===== src/rtl/servant_q_uart_rx_pkg.sv =====
// Shared definitions for the servant q-line UART receiver (and the future TX).
package servant_q_uart_rx_pkg;

    // Data bits per 8N1 frame.
    localparam int UART_BITS   = 8;

    // Depth of the input synchronizer chain on the asynchronous q line.
    localparam int SYNC_STAGES = 2;

    // Receiver frame-decoding states.
    typedef enum logic [2:0] {
        ST_IDLE,
        ST_START,
        ST_DATA,
        ST_STOP,
        ST_BREAK
    } rx_state_t;

endpackage


===== src/rtl/servant_sync_fifo.sv =====
// First-word-fall-through synchronous FIFO with registered occupancy.
// A pop on an empty FIFO is ignored; a push on a full FIFO only succeeds when
// a pop retires the head in the same cycle.
module servant_sync_fifo #(
    parameter int WIDTH = 8,
    parameter int DEPTH = 16
) (
    input  logic                       clk,
    input  logic                       rst,
    input  logic                       push,
    input  logic [WIDTH-1:0]           push_data,
    input  logic                       pop,
    output logic [WIDTH-1:0]           pop_data,
    output logic                       full,
    output logic                       empty,
    output logic [$clog2(DEPTH+1)-1:0] count
);

    localparam int PTR_W = $clog2(DEPTH);
    localparam int CNT_W = $clog2(DEPTH + 1);

    logic [WIDTH-1:0] mem [DEPTH];
    logic [PTR_W-1:0] wr_ptr_reg;
    logic [PTR_W-1:0] rd_ptr_reg;
    logic [CNT_W-1:0] count_reg;
    logic             do_push;
    logic             do_pop;

    assign empty   = (count_reg == '0);
    assign full    = (count_reg == CNT_W'(DEPTH));
    assign do_pop  = pop && !empty;
    assign do_push = push && (!full || do_pop);
    assign count   = count_reg;

    // Head is driven straight from the array; forced to zero while empty so
    // the output is defined from reset onward.
    assign pop_data = empty ? '0 : mem[rd_ptr_reg];

    // Storage array, no reset so it can map onto RAM resources.
    always_ff @(posedge clk) begin
        if (do_push) begin
            mem[wr_ptr_reg] <= push_data;
        end
    end

    // Pointers wrap naturally at their power-of-two width; occupancy tracks
    // the net effect of push and pop.
    always_ff @(posedge clk or posedge rst) begin
        if (rst) begin
            wr_ptr_reg <= '0;
            rd_ptr_reg <= '0;
            count_reg  <= '0;
        end else begin
            if (do_push) begin
                wr_ptr_reg <= wr_ptr_reg + 1'b1;
            end
            if (do_pop) begin
                rd_ptr_reg <= rd_ptr_reg + 1'b1;
            end
            case ({do_push, do_pop})
                2'b10:   count_reg <= count_reg + 1'b1;
                2'b01:   count_reg <= count_reg - 1'b1;
                default: count_reg <= count_reg;
            endcase
        end
    end

endmodule


===== src/rtl/servant_q_uart_rx.sv =====
// 8N1 UART receiver for the servant SoC q output. Synchronizes the line,
// decodes frames with a mid-bit sampling baud counter and buffers received
// bytes in a FWFT FIFO for a downstream reader.
module servant_q_uart_rx
    import servant_q_uart_rx_pkg::*;
#(
    parameter int BAUD_DIV   = 277,
    parameter int FIFO_DEPTH = 16
) (
    input  logic                            wb_clk,
    input  logic                            wb_rst,
    input  logic                            i_q,
    output logic [7:0]                      o_data,
    output logic                            o_vld,
    input  logic                            i_rdy,
    output logic                            o_frame_err,
    output logic                            o_overflow,
    output logic [$clog2(FIFO_DEPTH+1)-1:0] o_count
);

    localparam int CNT_W = $clog2(BAUD_DIV);
    localparam int IDX_W = $clog2(UART_BITS);
    localparam int OCC_W = $clog2(FIFO_DEPTH + 1);

    localparam logic [CNT_W-1:0] HALF_LOAD = CNT_W'(BAUD_DIV / 2 - 1);
    localparam logic [CNT_W-1:0] FULL_LOAD = CNT_W'(BAUD_DIV - 1);
    localparam logic [IDX_W-1:0] LAST_BIT  = IDX_W'(UART_BITS - 1);

    logic [SYNC_STAGES-1:0] sync_reg;
    logic [SYNC_STAGES-1:0] sync_d;
    logic                   s_q;
    logic                   s_q_prev_reg;

    rx_state_t              state_reg,     state_next;
    logic [CNT_W-1:0]       cnt_reg,       cnt_next;
    logic [IDX_W-1:0]       bit_idx_reg,   bit_idx_next;
    logic [UART_BITS-1:0]   shift_reg,     shift_next;
    logic                   push_reg,      push_next;
    logic                   frame_err_reg, frame_err_next;
    logic                   overflow_reg;

    logic                   fifo_full;
    logic                   fifo_empty;
    logic                   pop_ok;
    logic [OCC_W-1:0]       fifo_count;

    // Synchronizer chain: stage 0 takes the raw line, each later stage the
    // previous one.
    genvar gi;
    generate
        for (gi = 0; gi < SYNC_STAGES; gi++) begin : g_sync
            if (gi == 0) begin : g_first
                assign sync_d[gi] = i_q;
            end else begin : g_chain
                assign sync_d[gi] = sync_reg[gi-1];
            end
        end
    endgenerate

    assign s_q = sync_reg[SYNC_STAGES-1];

    // Synchronizer flops reset to the idle (high) line level.
    always_ff @(posedge wb_clk or posedge wb_rst) begin
        if (wb_rst) begin
            sync_reg     <= '1;
            s_q_prev_reg <= 1'b1;
        end else begin
            sync_reg     <= sync_d;
            s_q_prev_reg <= s_q;
        end
    end

    // Frame decoder state, baud counter, shift register and output pulses.
    always_ff @(posedge wb_clk or posedge wb_rst) begin
        if (wb_rst) begin
            state_reg     <= ST_IDLE;
            cnt_reg       <= '0;
            bit_idx_reg   <= '0;
            shift_reg     <= '0;
            push_reg      <= 1'b0;
            frame_err_reg <= 1'b0;
            overflow_reg  <= 1'b0;
        end else begin
            state_reg     <= state_next;
            cnt_reg       <= cnt_next;
            bit_idx_reg   <= bit_idx_next;
            shift_reg     <= shift_next;
            push_reg      <= push_next;
            frame_err_reg <= frame_err_next;
            overflow_reg  <= push_reg && fifo_full && !pop_ok;
        end
    end

    // Next-state logic: a counter value of zero marks a bit sample point.
    always_comb begin
        state_next     = state_reg;
        cnt_next       = cnt_reg;
        bit_idx_next   = bit_idx_reg;
        shift_next     = shift_reg;
        push_next      = 1'b0;
        frame_err_next = 1'b0;

        case (state_reg)
            ST_IDLE: begin
                if (s_q_prev_reg && !s_q) begin
                    cnt_next   = HALF_LOAD;
                    state_next = ST_START;
                end
            end
            ST_START: begin
                if (cnt_reg == '0) begin
                    if (!s_q) begin
                        cnt_next     = FULL_LOAD;
                        bit_idx_next = '0;
                        state_next   = ST_DATA;
                    end else begin
                        // Start bit did not hold until mid-bit: a glitch.
                        state_next = ST_IDLE;
                    end
                end else begin
                    cnt_next = cnt_reg - 1'b1;
                end
            end
            ST_DATA: begin
                if (cnt_reg == '0) begin
                    shift_next = {s_q, shift_reg[UART_BITS-1:1]};
                    cnt_next   = FULL_LOAD;
                    if (bit_idx_reg == LAST_BIT) begin
                        state_next = ST_STOP;
                    end else begin
                        bit_idx_next = bit_idx_reg + 1'b1;
                    end
                end else begin
                    cnt_next = cnt_reg - 1'b1;
                end
            end
            ST_STOP: begin
                if (cnt_reg == '0) begin
                    if (s_q) begin
                        push_next  = 1'b1;
                        state_next = ST_IDLE;
                    end else begin
                        frame_err_next = 1'b1;
                        state_next     = ST_BREAK;
                    end
                end else begin
                    cnt_next = cnt_reg - 1'b1;
                end
            end
            ST_BREAK: begin
                // Stay here while the line is held low so a break yields a
                // single error pulse.
                if (s_q) begin
                    state_next = ST_IDLE;
                end
            end
            default: begin
                state_next = ST_IDLE;
            end
        endcase
    end

    assign pop_ok = i_rdy && !fifo_empty;

    servant_sync_fifo #(
        .WIDTH (UART_BITS),
        .DEPTH (FIFO_DEPTH)
    ) u_fifo (
        .clk       (wb_clk),
        .rst       (wb_rst),
        .push      (push_reg),
        .push_data (shift_reg),
        .pop       (i_rdy),
        .pop_data  (o_data),
        .full      (fifo_full),
        .empty     (fifo_empty),
        .count     (fifo_count)
    );

    assign o_vld       = !fifo_empty;
    assign o_count     = fifo_count;
    assign o_frame_err = frame_err_reg;
    assign o_overflow  = overflow_reg;

endmodule

===== config.mk =====
export PLATFORM = sky130hd
export DESIGN_NAME = servant_q_uart_rx
export DESIGN_NICKNAME = d
export VERILOG_FILES = /design/src/rtl/servant_q_uart_rx_pkg.sv /design/src/rtl/servant_sync_fifo.sv /design/src/rtl/servant_q_uart_rx.sv
export SDC_FILE = /design/constraint.sdc
export NUM_CORES = 1
export LEC_CHECK = 0
export BUFFER_PORTS_ARGS = -buffer_cell sky130_fd_sc_hd__buf_2
export CORE_MARGIN = 3
export CORE_UTILIZATION = 55
export CTS_CLUSTER_DIAMETER = 120
export DETAILED_ROUTE_END_ITERATION = 12
export GPL_TIMING_DRIVEN = 0
export PLACE_DENSITY = 0.79
export SLEW_MARGIN = 20
export SYNTH_ARGS = -nofsm -noshare
export SYNTH_HDL_FRONTEND = slang
export SYNTH_SLANG_ARGS = --single-unit

===== constraint.sdc =====
create_clock -name wb_clk -period 2.5 [get_ports wb_clk]
set_input_delay 0.25 -clock wb_clk [delete_from_list [all_inputs] [get_ports wb_clk]]
set_output_delay 0.25 -clock wb_clk [all_outputs]
set_load 0.01 [all_outputs]

==> Yosys cells after proc, flatten, opt, wreduce, memory -nomap -nowiden <==
Memory sizes are Yosys's and may differ from the RTL's.
Index checks and enable logic that the tools add are counted.
{ "word_totals": {"reg_bits": 42, "mem_bits_rw": 128, "input_bits": 4, "output_inout_bits": 16, "word_cells": 87, "memories": 1} }
{ "classes": {"n_addsub": 6, "eq_ne": 18, "n_mux": 30, "reduce_logical": 20} }
{ "memory_table": {"columns": ["name", "depth", "width", "read_ports", "rd_ports_with_merged_regs", "write_ports", "line_no", "rtl"], "rows": [
  ["u_fifo.mem", 16, 8, 1, 0, 1, "servant_sync_fifo.sv:22", "logic [WIDTH-1:0] mem [DEPTH];"]
]} }
{ "ops": {"columns": ["op", "count"], "rows": [
  ["$mux 9", 5],
  ["$pmux 9 s4", 1],
  ["$mux 3", 11],
  ["$ne 2x2->1 const B", 9],
  ["$pmux 3 s5", 1],
  ["$pmux 5 s2", 1],
  ["$logic_not 9->1", 1],
  ["$sub 9x1->9 const B", 1],
  ["$add 4x1->4 const B", 2],
  ["$mux 1", 8],
  ["$mux 8", 1],
  ["$eq 3x2->1 const B", 2],
  ["$eq 3x3->1 const B", 2],
  ["$pmux 3 s2", 1],
  ["$reduce_and 6->1", 1],
  ["$add 5x1->5 const B", 1],
  ["$eq 5x5->1 const B", 1],
  ["$logic_and 1x1->1", 5],
  ["$logic_not 5->1", 1],
  ["$reduce_and 5->1", 1],
  ["$sub 5x1->5 const B", 1],
  ["$logic_not 1->1", 4],
  ["$reduce_and 4->1", 1],
  ["$reduce_bool 2->1", 2],
  ["10 further kinds", 10]
]} }

==> Longest topological paths before layout <==
Gate-level depths: netlist (run 1).
{ "depth": {"word_depth": 7, "ltp_mapped": 11, "mapped_depth_nobuf": 10} }

==> Modules after synthesis <==
Synthesis (run 1) repeated with hierarchy kept, for this count alone.
{ "hier_totals": {"cells_unflattened": 437, "hier_area_um2": 7302.0} }
{ "modules_own_cells": {"columns": ["mod", "instances", "cells_each", "area_per_inst_um2", "seq_area_each_um2"], "rows": [
  ["servant_sync_fifo", 1, 306, 5846.9, 4169.0],
  ["servant_q_uart_rx", 1, 131, 1455.1, 729.4]
]} }

==> Worst setup path after synthesis (run 1) <==
No wires, ideal clock.
{ "synth_timing": {"path_type": "reg2reg", "start": "reg u_fifo.count_reg[1], in the netlist u_fifo.count[1]", "end": "reg u_fifo.count_reg[1], in the netlist u_fifo.count[1]", "setup_ps": 141, "t_arrival_ps": 2219, "required_ps": 2359, "slack_ps": 141, "stages_incl_launch_ff": 12, "n_path_buf": 1, "synth_period_minus_slack_ps": 2359, "path_cell_list": "dfrtp_1 buf_2 nor4_1 nand2_1 nand3_2 xnor2_1 ha_1 mux2_2 nand2_1 o21ai_0 nand2_1 o221ai_1"} }
{ "synth_between": {"elab_chain_cells": 7, "elab_cells_between_ends": 13, "classes_between": "add/sub (2); eq/ne (3); mux (1); reduce/logical (7)"} }
{ "synth_lines": {"columns": ["item", "line_no", "rtl"], "rows": [
  ["start, declared", "servant_sync_fifo.sv:25", "logic [CNT_W-1:0] count_reg;"],
  ["start signal, assigned", "servant_sync_fifo.sv:61", "2'b10: count_reg <= count_reg + 1'b1;"],
  ["start signal, assigned", "servant_sync_fifo.sv:62", "2'b01: count_reg <= count_reg - 1'b1;"],
  ["start signal, assigned", "servant_sync_fifo.sv:63", "default: count_reg <= count_reg;"],
  ["$logic_not 5->1 *", "servant_sync_fifo.sv:29", "assign empty = (count_reg == '0);"],
  ["$logic_not 1->1 *", null, null],
  ["net o_vld", "servant_q_uart_rx.sv:14", "output logic o_vld,"],
  ["$logic_and 1x1->1 *", "servant_sync_fifo.sv:31", "assign do_pop = pop && !empty;"],
  ["$logic_or 1x1->1", "servant_sync_fifo.sv:32", "assign do_push = push && (!full || do_pop);"],
  ["$logic_and 1x1->1", "servant_sync_fifo.sv:32", null],
  ["$eq 2x1->1 or $eq 2x2->1 (tied branches)", "servant_sync_fifo.sv:60", "case ({do_push, do_pop})"],
  ["$pmux 5 s2 or $reduce_bool 2->1 (tied branches)", null, null]
]} }
The timed path passes the listed nets; every way through them passes the cells marked *.
A chain may end at the register's enable or synchronous reset.

==> Worst setup path after layout (run 1) <==
{ "layout_timing": {"start": "reg u_fifo.rd_ptr_reg[0]", "end": "out o_data[5]"} }
{ "layout_between": {"elab_chain_cells": 2} }
{ "layout_lines": {"columns": ["item", "line_no", "rtl"], "rows": [
  ["start, declared", "servant_sync_fifo.sv:24", "logic [PTR_W-1:0] rd_ptr_reg;"],
  ["start signal, assigned", "servant_sync_fifo.sv:58", "rd_ptr_reg <= rd_ptr_reg + 1'b1;"],
  ["$mem_v2 16x8", null, null],
  ["$mux 8", "servant_sync_fifo.sv:37", "assign pop_data = empty ? '0 : mem[rd_ptr_reg];"],
  ["end, declared", "servant_q_uart_rx.sv:13", "output logic [7:0] o_data,"]
]} }
No other way between the ends.

==> results.yml, run 1 <==
run_status:
  run_status: "complete, no violations"
layout:
  multiInputGateArea_um2: 2213
  final_common_cell: "edfxtp_1"
  final_cell_mix: "128 x edfxtp_1, 39 x dfrtp_1, 32 x mux4_2"
  fillers: 826
  diodes: 0
  drive_gt1_frac: 0.3077
  fin_nets: 482
  area_growth_pct: 16.74
  seqCellArea_um2: 4898
  largest_register_ff_count: 128
sta:
  final.setup.worst_slack_ns: 0.05186
  tightest_slew_ns: 0.7323
  rsz0062_at_grt: "no"
  hold_ws_ns: 0.2074
  period_share: 0.9793
  hold_viol_final: 0
  final.setup.tns_ns: 0
  fin_crit_ns: 2.448
  drv_slew: 0
  fin_skew_ns: 0.007045
  fmax_ghz: 0.4085
  slew_headroom: 0.5118
  setup_viol: 0
synth:
  ys_types: 52
  syn-instance-count: 424
  synthArstFlopShare: 0.2471
  synth_warnings: 0
  avgSynthCellArea_um2: 16.75
  syn-num-nets: 438
  synth_edf_count: 128
  ys_ff_latch: 170
  synthFlopType: "edfxtp_1"
  yosysSeqAreaShare: 0.6899
  syn_area_um2: 7101
drt:
  vias: 4011
  first_iter_violations: 344
  drc: 0
  routed_wl_um: 14600
  dr.pass1.iters: 5
  viasPerCell: 6.180
  postRouteAntennaNets: 0
  wl_per_cell_um: 22.49
power_and_ir_drop:
  seq_power_share: 0.405
  powerDensity_nw_per_um2: 1009
  internal-power_mw: 5.909
  switchingPower_mw: 2.456
  vdd_ir_drop_max_v: 0.0006578
  switching_share: 0.2936
  p_leak_nw: 2.981
  clock_power_share: 0.323
  power_frac_comb: 0.273
setup_path:
  reg2reg_slack_ns: 0.18
  critPathCaptureType: "primary output"
  path_class: "flip-flop to primary output"
  reg2reg_to: "u_fifo.count[1]"
  critPathArrivalTime_ns: 2.20
  cp.required_ns: 2.25
  reg2reg_depth: 11
  start_kind: "flip-flop"
  worstReg2RegStart: "u_fifo.count[1]"
  critPathMaxFanout: 10
worst_hold_path:
  hold_class: "input pin to flip-flop"
  holdCritStartpoint: "i_rdy"
  holdPathStages: 2
  hold_path_end: "o_overflow"
clock_network:
  h-tree-depth: 4
  path_clk_slew_ns: 0.06
  cts_buffers: 17
  clk_path_buf_depth: 2
  cts_tree: "yes"
  clock_latency_ns: 0.42
  cts_root_buf: "clkbuf_16"
  cts_num_sinks: 170
global_route:
  grt_pass1_wl_um: 23270
  grt_overflow: 0
  track_usage: 0.2198
  antenna_found_initial: 0
  grt_pass1_vias: 4107
  grt_max_degree: 30
placement:
  place_congestion: 0.8764
  pre_cts_ws_ns: -0.1913
  place_hpwl_um: 8584
  numPortBuffers: 18
job:
  maxCapViolCount: 0
floorplanning:
  fp.coreArea_um2: 12310
  die_w_um: 119.6
  dieHeight_um: 119.6
  core.rowCount: 40
  io_pins: 20
  start_util: 0.5767
  die_area_um2: 14310
==> per-layer routing <==
| metal | up-vias | wire, um | track usage |
|---|---|---|---|
| li1 | 1754 | - | - |
| met1 | 2073 | 5979 | 0.2877 |
| met2 | 171 | 7526 | 0.3711 |
| met3 | 13 | 953 | 0.05467 |
| met4 | 0 | 140 | 0.06084 |
| met5 | - | 0 | 0 |
==> worst max-delay path, stage by stage (launching register included) <==
cell and delay (ns):
dfrtp_1 0.37, buf_6 0.16, buf_12 0.15, mux4_2 0.55, mux2i_2 0.22, o22ai_1 0.14
buf_2 0.16
==> synth_stat cells (3+ instances only) <==
cell | instances | area (um^2)
xnor2_1 | 7 | 61.31
dfrtp_1 | 39 | 975.9
nor2b_1 | 4 | 25.02
nand2b_1 | 5 | 31.28
o22ai_1 | 9 | 56.30
nand2_1 | 21 | 78.83
nand3_1 | 6 | 30.03
inv_1 | 10 | 37.54
edfxtp_1 | 128 | 3844
nor3_1 | 10 | 50.05
mux2i_1 | 19 | 190.2
clkbuf_1 | 7 | 26.28
a21oi_1 | 8 | 40.04
o21ai_0 | 10 | 50.05
mux2_2 | 11 | 123.9
buf_2 | 9 | 45.04
nor4_1 | 3 | 18.77
nor2_1 | 31 | 116.4
and3_1 | 3 | 18.77
ha_1 | 10 | 125.1
buf_1 | 3 | 11.26
dfstp_2 | 3 | 78.83
xor2_1 | 3 | 26.28
mux4_2 | 32 | 720.7
==> repair_timing <==
item / 4_1_cts / 5_1_grt
resized for setup: 39 / 13
buffers inserted: 0 / 6
hold buffers: 2 / 0
cloned: 0 / 0
hold endpoints to repair: 14 / 0
endpoints found under the setup margin: 138 / 137
pin swaps: 0 / 1
==> per-stage QoR <==
stage | instance area (um^2) | power, mW | cells | utilization
6_report | 8289 | 8.364 | 649 | 0.6733
5_1_grt | 8289 | 8.716 | 649 | 0.6733
4_1_cts | 8193 | 8.245 | 643 | 0.6654
3_5_place_dp | 7441 | 5.409 | 611 | 0.6044
3_3_place_gp | 7401 | 5.326 | 610 | 0.6011
2_1_floorplan | 7101 | 4.882 | 424 | -
==> cell families after synthesis <==
kind of cell	share of synthesized area
buffers and inverters	0.01850
multiplexers	0.1489
flip-flops	0.6899
adder cells (fa/ha/maj)	0.01762
AND/OR/NAND/NOR	0.06309
XOR/XNOR	0.01234
AO/OA/AOI/OAI	0.04970
==> area by class of cell <==
type	instances	share of cell area
clock inverter	13	0.02128
timing repair buffer	27	0.02113
sequential	170	0.5909
inverter	10	0.004528
multi-input combinational	224	0.2670
clock buffer	19	0.05223
tap	168	0.02536
buffer	18	0.01751
==> power by group through the flow <==
stage / Clock, mW / Sequential, mW / Combinational [mW]
after CTS: 2.72 / 3.37 / 2.16
after global placement: 0 / 3.38 / 1.94
after floorplan: 0 / 3.38 / 1.51
after detailed placement: 0 / 3.39 / 2.02
final: 2.70 / 3.38 / 2.28
after global routing: 2.85 / 3.40 / 2.47
==> worst max-delay path by stage <==
stage / from / endpoint / slack (ns) / cells after the start
3_5_place_dp: u_fifo.count[1] / u_fifo.mem[11][1] / -0.19 / 5
5_1_grt: u_fifo.rd_ptr_reg[0] / o_data[5] / 0.01 / 6
3_3_place_gp: u_fifo.count[1] / u_fifo.mem[3][1] / -0.44 / 5
4_1_cts: u_fifo.count[1] / u_fifo.mem[3][2] / -0.17 / 5
2_1_floorplan: u_fifo.count[1] / u_fifo.count[1] / 0.14 / 11
6_report: u_fifo.rd_ptr_reg[0] / o_data[5] / 0.05 / 6
(Power assumes the default switching activity.)
==> inputs of run 2 (changes only) <==
- clock period: 2.5 -> 2.9 ns (I/O delays scaled with it)
==> run 2 against run 1 <==
Via count down 1.7%. Core utilization down 1.7 points. Highest routed layer unchanged. Worst hold slack better by 0.043 ns. Critical path type unchanged.
==> results.yml, run 2 (synthesis results as in run 1) <==
run_status:
  run_status: "complete, no violations"
setup_path:
  cp.required_ns: 2.61
  reg2reg_to: "u_fifo.mem[9][1]"
  path_class: "flip-flop to primary output"
  critPathArrivalTime_ns: 2.48
  crit_path_max_incr_delay_ns: 0.40
  cp_top_family: "buffers and inverters"
  worst-path-stages: 6
  crit_buf_inv: 3
  reg2reg_depth: 5
  endpoint: "o_data[5]"
  critPathSlowestCell: "clkbuf_2"
  start_kind: "flip-flop"
  worstReg2RegStart: "u_fifo.count[1]"
  crit_chain: "clkbuf_1 > clkbuf_2 > mux4_2 > mux2i_1 > o22ai_1 > buf_2"
  critical_path.startpoint: "u_fifo.rd_ptr_reg[1]"
  critPathCaptureType: "primary output"
  critPathMaxFanout: 10
  reg2reg_slack_ns: 0.23
floorplanning:
  start_util: 0.5767
  dieHeight_um: 119.6
  die_area_um2: 14310
  die_w_um: 119.6
  fp.coreArea_um2: 12310
  core.rowCount: 40
  io_pins: 20
clock_network:
  cts_root_buf: "clkbuf_16"
  h-tree-depth: 4
  path_clk_slew_ns: 0.06
  clock_latency_ns: 0.42
  cts_tree: "yes"
  cts_num_sinks: 170
  cts_buffers: 17
  post_cts_buffers: 0
  clk_path_buf_depth: 2
layout:
  final_cell_mix: "128 x edfxtp_1, 39 x dfrtp_1, 32 x mux4_2"
  drive_gt1_frac: 0.2500
  layoutNonFillerInstCount: 644
  final_common_cell: "edfxtp_1"
  diodes: 0
  largest_register_ff_count: 128
  area_growth_pct: 13.80
  utilization: 0.6563
  fin_nets: 477
job:
  maxCapViolCount: 0
sta:
  final.setup.worst_slack_ns: 0.1296
  setup_viol: 0
  fin_crit_ns: 2.770
  tightest_slew_ns: 0.9467
  fin_skew_ns: 0.007200
  period_share: 0.9553
  slew_headroom: 0.3665
  hold_viol_final: 0
  fmax_ghz: 0.3610
  final.setup.tns_ns: 0
  drv_slew: 0
  rsz0062_at_grt: "yes"
power_and_ir_drop:
  seq_power_share: 0.414
  clock_power_share: 0.331
  switching_share: 0.2888
  powerDensity_nw_per_um2: 863.1
  p_leak_nw: 2.961
  power_frac_comb: 0.255
  switchingPower_mw: 2.014
  internal-power_mw: 4.960
  vdd_ir_drop_max_v: 0.0005385
  power_mw: 6.974
global_route:
  grt_max_degree: 30
  grt_pass1_wl_um: 22690
  track_usage: 0.2143
  grt_pass1_vias: 4049
  grt_overflow: 0
  antenna_found_initial: 0
worst_hold_path:
  hold_class: "input pin to flip-flop"
placement:
  pre_cts_ws_ns: 0.2087
  place_hpwl_um: 8584
  place_congestion: 0.8764
  dp_cells: 611
  numPortBuffers: 18
drt:
  vias: 3942
  postRouteAntennaNets: 0
  dr.pass1.iters: 4
  routed_wl_um: 14080
  viasPerCell: 6.121
  wl_per_cell_um: 21.87
  first_iter_violations: 334
  drc: 0
## run 2: area by class of cell
type,count,area [um^2]
multi-input combinational,224,2093
buffer,19,101.3
clock buffer,19,432.9
clock inverter,13,176.4
tap,168,210.2
timing repair buffer,21,130.1
fill,857,4232
sequential,170,4898
inverter,10,37.54
## run 2: power by group through the flow
stage | Combinational (mW) | Clock [mW] | Sequential (mW)
finish | 1.78 | 2.31 | 2.89
global route | 1.95 | 2.45 | 2.91
CTS | 1.78 | 2.34 | 2.88
detailed placement | 1.74 | 0 | 2.93
global placement | 1.68 | 0 | 2.91
floorplan | 1.30 | 0 | 2.91
## run 2: how the worst min path moves through the flow
stage | from | endpoint | cells after the start
after CTS | i_rdy | o_overflow | 2
after floorplan | i_q | sync_reg[0] | 0
after global routing | i_rdy | o_overflow | 2
after detailed placement | wb_rst | cnt_reg[3] | 2
after global placement | sync_reg[0] | sync_reg[1] | 0
final | i_rdy | o_overflow | 2
## run 2: timing repair
action,4_1_cts,5_1_grt
hold endpoints to repair,14,0
pin swaps,0,0
cloned,0,0
endpoints found under the setup margin,8,16
resized for setup,3,6
hold buffers,2,0
## run 2: worst reg2reg max path, cell delays in order (launching register included)
cell     delay (ns)
dfrtp_1        0.37
buf_2          0.22
nor4_1         0.09
a31oi_1        0.54
nand2_1        0.30
nor2_1         0.79
## run 2: metrics by stage
step	instance area (um^2)	hold WS (ns)
4_1_cts	8074	0.2296
3_5_place_dp	7441	0.2556
3_3_place_gp	7401	0.3454
2_1_floorplan	7101	0.2945
5_1_grt	8080	0.2452
6_report	8080	0.2504
## run 2: routing by layer
| layer | routed length, um | global-route usage | share of wire |
|---|---|---|---|
| met5 | 0 | 0 | 0 |
| met4 | 216 | 0.06371 | 0.015 |
| met3 | 900 | 0.05985 | 0.064 |
| met2 | 7121 | 0.3538 | 0.51 |
| met1 | 5843 | 0.2810 | 0.41 |
